===== config.mk =====
export PLATFORM = sky130hd
export DESIGN_NAME = issue_queue
export DESIGN_NICKNAME = d
export VERILOG_FILES = /design/src/rtl/issue_queue.sv
export SDC_FILE = /design/constraint.sdc
export NUM_CORES = 2
export LEC_CHECK = 0
export BUFFER_PORTS_ARGS = -buffer_cell sky130_fd_sc_hd__clkbuf_2
export CAP_MARGIN = 20
export CORE_MARGIN = 5
export CORE_UTILIZATION = 40
export CTS_CLUSTER_DIAMETER = 200
export CTS_CLUSTER_SIZE = 30
export DETAILED_ROUTE_END_ITERATION = 12
export SLEW_MARGIN = 30
export SYNTH_ARGS = -nofsm -noshare
export SYNTH_HDL_FRONTEND = slang
export SYNTH_SLANG_ARGS = --single-unit
export TNS_END_PERCENT = 50

===== constraint.sdc =====
create_clock -name clk -period 11.6 [get_ports clk]
set_input_delay 0.58 -clock clk [delete_from_list [all_inputs] [get_ports clk]]
set_output_delay 0.58 -clock clk [all_outputs]
set_load 0.01 [all_outputs]

===== src/rtl/issue_queue.sv =====
// Compacting out-of-order issue queue: buffers dispatched ops until both source
// tags are ready and the target FU accepts, then issues the oldest eligible op.
module issue_queue #(
  parameter int DEPTH     = 8,
  parameter int NR_WB     = 2,
  parameter int TAG_W     = 6,
  parameter int NR_FU     = 4,
  parameter int PAYLOAD_W = 64,
  localparam int FU_W     = $clog2(NR_FU),
  localparam int CNT_W    = $clog2(DEPTH + 1)
) (
  input  logic                   clk,
  input  logic                   rstn,
  input  logic                   flush,
  input  logic                   in_valid,
  output logic                   in_ready,
  input  logic [TAG_W-1:0]       in_prs1,
  input  logic                   in_prs1_rdy,
  input  logic [TAG_W-1:0]       in_prs2,
  input  logic                   in_prs2_rdy,
  input  logic [FU_W-1:0]        in_fu,
  input  logic [PAYLOAD_W-1:0]   in_payload,
  input  logic [NR_WB-1:0]       wb_valid,
  input  logic [NR_WB*TAG_W-1:0] wb_tag,
  input  logic [NR_FU-1:0]       fu_ready,
  output logic                   out_valid,
  output logic [FU_W-1:0]        out_fu,
  output logic [TAG_W-1:0]       out_prs1,
  output logic [TAG_W-1:0]       out_prs2,
  output logic [PAYLOAD_W-1:0]   out_payload,
  output logic [CNT_W-1:0]       count
);
  localparam int IDX_W = $clog2(DEPTH);

  logic [TAG_W-1:0]     prs1_reg [DEPTH];
  logic [TAG_W-1:0]     prs1_next [DEPTH];
  logic [TAG_W-1:0]     prs2_reg [DEPTH];
  logic [TAG_W-1:0]     prs2_next [DEPTH];
  logic [FU_W-1:0]      fu_reg [DEPTH];
  logic [FU_W-1:0]      fu_next [DEPTH];
  logic [PAYLOAD_W-1:0] payload_reg [DEPTH];
  logic [PAYLOAD_W-1:0] payload_next [DEPTH];
  logic [DEPTH-1:0]     rdy1_reg, rdy1_next, rdy2_reg, rdy2_next;
  logic [CNT_W-1:0]     count_reg, count_next, tail;

  logic [DEPTH-1:0][NR_WB-1:0] match1, match2;
  logic [NR_WB-1:0]            in_match1, in_match2;
  logic [DEPTH-1:0]            wake1, wake2, eligible;
  logic                        in_wake1, in_wake2;
  logic                        found, iss, enq;
  logic [IDX_W-1:0]            sel;

  // Tag comparators: every wakeup port against every resident and incoming source.
  genvar gi, gk;
  generate
    for (gk = 0; gk < NR_WB; gk++) begin : g_in_wb
      assign in_match1[gk] = wb_valid[gk] && (wb_tag[gk*TAG_W +: TAG_W] == in_prs1);
      assign in_match2[gk] = wb_valid[gk] && (wb_tag[gk*TAG_W +: TAG_W] == in_prs2);
    end
    for (gi = 0; gi < DEPTH; gi++) begin : g_entry
      for (gk = 0; gk < NR_WB; gk++) begin : g_wb
        assign match1[gi][gk] = wb_valid[gk] && (wb_tag[gk*TAG_W +: TAG_W] == prs1_reg[gi]);
        assign match2[gi][gk] = wb_valid[gk] && (wb_tag[gk*TAG_W +: TAG_W] == prs2_reg[gi]);
      end
      assign wake1[gi]    = |match1[gi];
      assign wake2[gi]    = |match2[gi];
      assign eligible[gi] = (CNT_W'(gi) < count_reg) && rdy1_reg[gi] && rdy2_reg[gi]
                            && fu_ready[fu_reg[gi]];
    end
  endgenerate

  assign in_wake1 = |in_match1;
  assign in_wake2 = |in_match2;
  assign in_ready = (count_reg < CNT_W'(DEPTH));
  assign enq      = in_valid && in_ready && !flush;
  assign found    = |eligible;
  assign iss      = found && !flush && rstn;
  assign tail     = count_reg - CNT_W'(iss);
  assign count    = count_reg;

  always_comb begin
    sel = '0;
    for (int i = DEPTH - 1; i >= 0; i--) begin
      if (eligible[i]) sel = IDX_W'(i);
    end
  end

  always_comb begin
    out_valid   = iss;
    out_fu      = '0;
    out_prs1    = '0;
    out_prs2    = '0;
    out_payload = '0;
    if (iss) begin
      out_fu      = fu_reg[sel];
      out_prs1    = prs1_reg[sel];
      out_prs2    = prs2_reg[sel];
      out_payload = payload_reg[sel];
    end
  end

  // Wakeups follow an entry into its shifted slot; the enqueue lands on the post-compaction tail.
  always_comb begin
    for (int i = 0; i < DEPTH; i++) begin
      prs1_next[i]    = prs1_reg[i];
      prs2_next[i]    = prs2_reg[i];
      fu_next[i]      = fu_reg[i];
      payload_next[i] = payload_reg[i];
      rdy1_next[i]    = rdy1_reg[i] | wake1[i];
      rdy2_next[i]    = rdy2_reg[i] | wake2[i];
    end
    for (int i = 0; i < DEPTH - 1; i++) begin
      if (iss && (i >= int'(sel))) begin
        prs1_next[i]    = prs1_reg[i+1];
        prs2_next[i]    = prs2_reg[i+1];
        fu_next[i]      = fu_reg[i+1];
        payload_next[i] = payload_reg[i+1];
        rdy1_next[i]    = rdy1_reg[i+1] | wake1[i+1];
        rdy2_next[i]    = rdy2_reg[i+1] | wake2[i+1];
      end
    end
    for (int i = 0; i < DEPTH; i++) begin
      if (enq && (CNT_W'(i) == tail)) begin
        prs1_next[i]    = in_prs1;
        prs2_next[i]    = in_prs2;
        fu_next[i]      = in_fu;
        payload_next[i] = in_payload;
        rdy1_next[i]    = in_prs1_rdy | in_wake1;
        rdy2_next[i]    = in_prs2_rdy | in_wake2;
      end
    end
    count_next = count_reg + CNT_W'(enq) - CNT_W'(iss);
  end

  always_ff @(posedge clk) begin
    if (!rstn) begin
      count_reg <= '0;
      rdy1_reg  <= '0;
      rdy2_reg  <= '0;
      for (int i = 0; i < DEPTH; i++) begin
        prs1_reg[i]    <= '0;
        prs2_reg[i]    <= '0;
        fu_reg[i]      <= '0;
        payload_reg[i] <= '0;
      end
    end else if (flush) begin
      count_reg <= '0;
    end else begin
      count_reg <= count_next;
      rdy1_reg  <= rdy1_next;
      rdy2_reg  <= rdy2_next;
      for (int i = 0; i < DEPTH; i++) begin
        prs1_reg[i]    <= prs1_next[i];
        prs2_reg[i]    <= prs2_next[i];
        fu_reg[i]      <= fu_next[i];
        payload_reg[i] <= payload_next[i];
      end
    end
  end
endmodule


## Word level (Yosys, flattened, before mapping)

Memory sizes are Yosys's and may differ from the RTL's.
Cells that the tools add are included.
W data, S select, Z words.

- Add/sub/neg operators: 3
- Magnitude comparators: 24
- Eq/ne operators: 44
- Mux-type cells: 154
- Bitwise logic cells: 51
- Reduce and logical (&&, ||, !) cells: 102

Operator list:

| kind | number |
|---|---|
| $mux W64 | 24 |
| $mux W6 | 48 |
| $eq A6 B6 Y1 | 36 |
| $logic_and A1 B1 Y1 | 79 |
| $or A1 B1 Y1 | 50 |
| $mux W2 | 24 |
| $mux W1 | 42 |
| $reduce_or A2 Y1 | 19 |
| $lt A2 B3 Y1 const B | 8 |
| $mux W3 | 8 |
| $bmux W1 S2 | 8 |
| $eq A3 B4 Y1 const A | 4 |
| $lt A3 B4 Y1 const A | 4 |
| $ge A3 B3 Y1 const A | 3 |
| $eq A2 B4 Y1 const A | 2 |
| $lt A1 B4 Y1 const A | 2 |
| $lt A2 B4 Y1 const A | 2 |
| $reduce_or A8 Y1 | 1 |
| $sub A4 B1 Y4 | 2 |
| $ge A1 B3 Y1 const A | 2 |
| $ge A2 B3 Y1 const A | 2 |
| $add A4 B1 Y4 | 1 |
| $eq A1 B4 Y1 const A | 1 |
| $logic_not A4 Y1 | 1 |
| 5 further kinds | 5 |

- Register bits after elaboration: 20
- Bits in writable memories: 624
- Word-level logic and storage cells: 385
- Memories: 4

Memory list:

| memory | depth | bits a word | rd ports | clocked after memory_dff | write ports | line | text |
|---|---|---|---|---|---|---|---|
| payload_reg | 8 | 64 | 8 | 0 | 8 | 41 | `logic [PAYLOAD_W-1:0] payload_reg [DEPTH];` |
| prs1_reg | 8 | 6 | 9 | 0 | 8 | 35 | `logic [TAG_W-1:0] prs1_reg [DEPTH];` |
| prs2_reg | 8 | 6 | 9 | 0 | 8 | 37 | `logic [TAG_W-1:0] prs2_reg [DEPTH];` |
| fu_reg | 8 | 2 | 9 | 0 | 8 | 39 | `logic [FU_W-1:0] fu_reg [DEPTH];` |

## Logic depth before layout (Yosys ltp)

- Depth in word-level cells: 17
- Gate-level depth with buffers: 18
- Gate-level depth less buffers: 14

## Least setup slack after synthesis

Ideal clock, no wire load.

- Path kind: input to register
- Start: input fu_ready[3]
- End: memory fu_reg[1][0] (netlist name) (enable)
- Setup time: 622 ps
- Arrival time: 9268 ps
- Data required time: 10978 ps
- Slack: 1710 ps
- Cell stages on the path: 14
- Buffers on the path: 4
- Cells stage by stage: mux4_2 > and4_1 > nor4_4 > a31oi_4 > buf_6 > buf_6 > ha_1 > ha_1 > clkbuf_1 > nand2_1 > nor2_1 > buf_2 > nor2_1 > o21ai_0

RTL lines:

| item | line | text |
|---|---|---|
| from (decl) | 25 | `input logic [NR_FU-1:0] fu_ready,` |
| to (decl) | 39 |  |

==> results.sh <==
export IMPL_outcome="finished clean"
export IMPL_arrival_ns=6.56
export IMPL_async_flop_share_pct=0
export IMPL_final_cell_mix="1,260 x nand2_1, 624 x edfxtp_1, 473 x a21oi_1, 184 x clkbuf_2, 157 x o2111ai_1"
export IMPL_clock_skew_final_ns=0.0541
export IMPL_drtPass1Iterations=8
export IMPL_grt_pass1_wl_um=202000
export IMPL_post_route_min_period_ns=6.30
export IMPL_power_density_nw_per_um2=114
export IMPL_start_util_pct=40.5
export IMPL_postCtsHoldBufs=0
export IMPL_hp_class="input port to flip-flop"
export IMPL_reg2reg_from="count[2]"
export IMPL_dieWidth_um=312
export IMPL_wirelength_um=137000
export IMPL_antenna_found_initial=6
export IMPL_r2r_end="payload_reg[2][7]"
export IMPL_clock_path_buffers=3
export IMPL_yosysSeqAreaShare_pct=52.4
export IMPL_met2_usage_pct=42.8
export IMPL_period_share_pct=54.3
export IMPL_synth_largest_area_cell="edfxtp_1"
export IMPL_use_met3_pct=3.70
export IMPL_fp_coreArea_um2=90300
export IMPL_h_tree_depth=1
export IMPL_drive_gt1_share_pct=8.68
export IMPL_crit_path_end_kind="flip-flop"
export IMPL_die_area_um2=97500
export IMPL_syn_area_per_cell_um2=9.53
export IMPL_fin_nets=3790
export IMPL_ys_ff_latch=644
export IMPL_cts_tree="yes"
export IMPL_portBuffers=185
export IMPL_detail_route_antenna_nets=0
export IMPL_path_max_fanout=44
export IMPL_synth_cell_type_count=72
export IMPL_cts_root_buffer="clkbuf_16"
export IMPL_holdPathStages=2
export IMPL_largest_reg_flops=512
export IMPL_leakage_nw=13.2
export IMPL_path_class="flip-flop to flip-flop"
export IMPL_cap_violations=0
export IMPL_reg2reg_depth=12
export IMPL_hp_start="in_payload[39]"
export IMPL_grt_busiest_layer="met2"
export IMPL_drt_initial_drc_count=4087
export IMPL_worstMarginPinSlew_ns=1.06
export IMPL_cts_resized=0
export IMPL_post_drt_via_cell_ratio=6.44
export IMPL_relSlewSlack_pct=29.6
export IMPL_grt_pass1_vias=30242
export IMPL_hold_viol_final=0
export IMPL_synth_nets=3946
export IMPL_fin_tns_setup_ns=0
export IMPL_rsz0062_at_grt="no"
export IMPL_nFillCells=8801
export IMPL_synth_top_area_share_pct=51.3
export IMPL_grt_usage_pct=26.6
export IMPL_clk_pin_slew_ns=0.13
export IMPL_synth_enable_flop_cells=624
export IMPL_vdd_ir_drop_max_v=0.000125
export IMPL_grt_max_degree=162
export IMPL_yosys_warnings=0
export IMPL_use_met1_pct=37.4
export IMPL_rows=110
export IMPL_dp_hpwl_um=74500
export IMPL_postCtsSetupRepairBufs=0
export IMPL_yosys_most_used_dff="edfxtp_1"
export IMPL_start_kind="flip-flop"
export IMPL_drv_slew=0
export IMPL_grt_overflow_total=0
export IMPL_ys_top_cells_by_area="edfxtp_1 51%, nand2_1 13%, a21oi_1 6.5%"
export IMPL_synthCells=3833
export IMPL_ios=186
export IMPL_mostFrequentLayoutCell="nand2_1"
export IMPL_wl_per_cell_um=28.1
export IMPL_hold_end="payload_reg[7][39]"
export IMPL_cts_made_buffers=25
export IMPL_setup_violations_final=0
export IMPL_cts_sinks=644
export IMPL_drc=0
export IMPL_crit_required_ns=11.85
export IMPL_areaGrowthSynthToFinish_pct=5.93
export IMPL_num_vias=31324
export IMPL_syn_area_um2=36500
export IMPL_total_power_mw=4.43
export IMPL_die_h_um=312
export IMPL_globalplace_congestion=0.883
export IMPL_r2r_slack_ns=5.30
export IMPL_clkLatencyLatePin_ns=0.65
export IMPL_max_freq_mhz=159
per-stage QoR:
step | cell area [um2] | hold WS, ns | instances | setup WS [ns] | util (%)
floorplan | 36500 | 0.504 | 3833 | 1.71 | -
global placement | 37900 | 0.606 | 4822 | 5.32 | 41.9
detailed placement | 37900 | 0.607 | 4824 | 5.30 | 42.0
CTS | 38600 | 0.321 | 4862 | 5.42 | 42.8
global route | 38700 | 0.348 | 4866 | 5.14 | 42.9
finish | 38700 | 0.346 | 4866 | 5.30 | 42.9
cells by family (layout without fill, tap and decap cells):
family	count (synthesis)	after routing	synth area share (%)
AOI/OAI and AO/OA	1020	1020	19.8
xor gates and xnor gates	219	219	5.25
adders and majority gates	11	11	0.397
buffers and inverters	436	291	4.91
DFF	644	644	52.4
muxes	10	10	0.548
other	0	2	0
and+or+nand+nor	1493	1493	16.7
cells in the mapped netlist, drive strengths merged (78+ instances only):
cell type,number
and2,82
xor2,129
nand2,1264
a21oi,474
a32oi,78
buf,114
edfxtp,624
a21boi,79
clkbuf,313
o2111ai,158
xnor2,90
o32a,156
critical path, stage by stage (launching register included):
cell	delay, ns
dfxtp_1	0.41
inv_1	0.16
ha_1	0.31
nand2b_1	0.15
o2111a_1	0.34
nor4_4	0.66
a31oi_4	0.22
ha_1	0.27
ha_1	0.51
nor2_1	0.39
nand3_4	0.69
nand3_4	0.91
buf_4	0.83
how the worst max path moves through the flow:
stage                            from            endpoint  slack (ns)  cells after the start
after global placement          flush  payload_reg[5][29]        5.32                      9
after floorplan           fu_ready[3]        fu_reg[1][0]        1.71                     14
final                        count[2]   payload_reg[2][7]        5.30                     12
after detailed placement        flush   payload_reg[2][9]        5.30                     10
after CTS                    count[2]   payload_reg[2][4]        5.42                     12
after global routing         count[2]   payload_reg[2][6]        5.14                     12
per-layer routing:
| metal | share of wire [%] | wire, um |
|---|---|---|
| met1 | 41 | 56200 |
| met2 | 46 | 63300 |
| met3 | 9.1 | 12500 |
| met4 | 3.4 | 4660 |
| met5 | 0.023 | 31 |
power by group:
group | total [mW] | internal, mW | switching (mW) | leakage, nW
Combinational | 0.443 | 0.136 | 0.307 | 6.33
Clock | 1.17 | 0.412 | 0.762 | 0.333
Sequential | 2.81 | 2.70 | 0.105 | 6.55
Total | 4.43 | 3.25 | 1.17 | 13.2
layout make-up:
class | instances | area (um2) | area share (%)
multi-input combinational | 2753 | 15900 | 41.0
timing repair buffer | 244 | 1510 | 3.89
inverter | 9 | 33.8 | 0.0873
sequential | 644 | 19100 | 49.4
clock inverter | 2 | 25.0 | 0.0646
tap | 1176 | 1470 | 3.80
antenna | 2 | 5.00 | 0.0129
clock buffer | 36 | 667 | 1.72
Power figures use the tool's default switching activity.
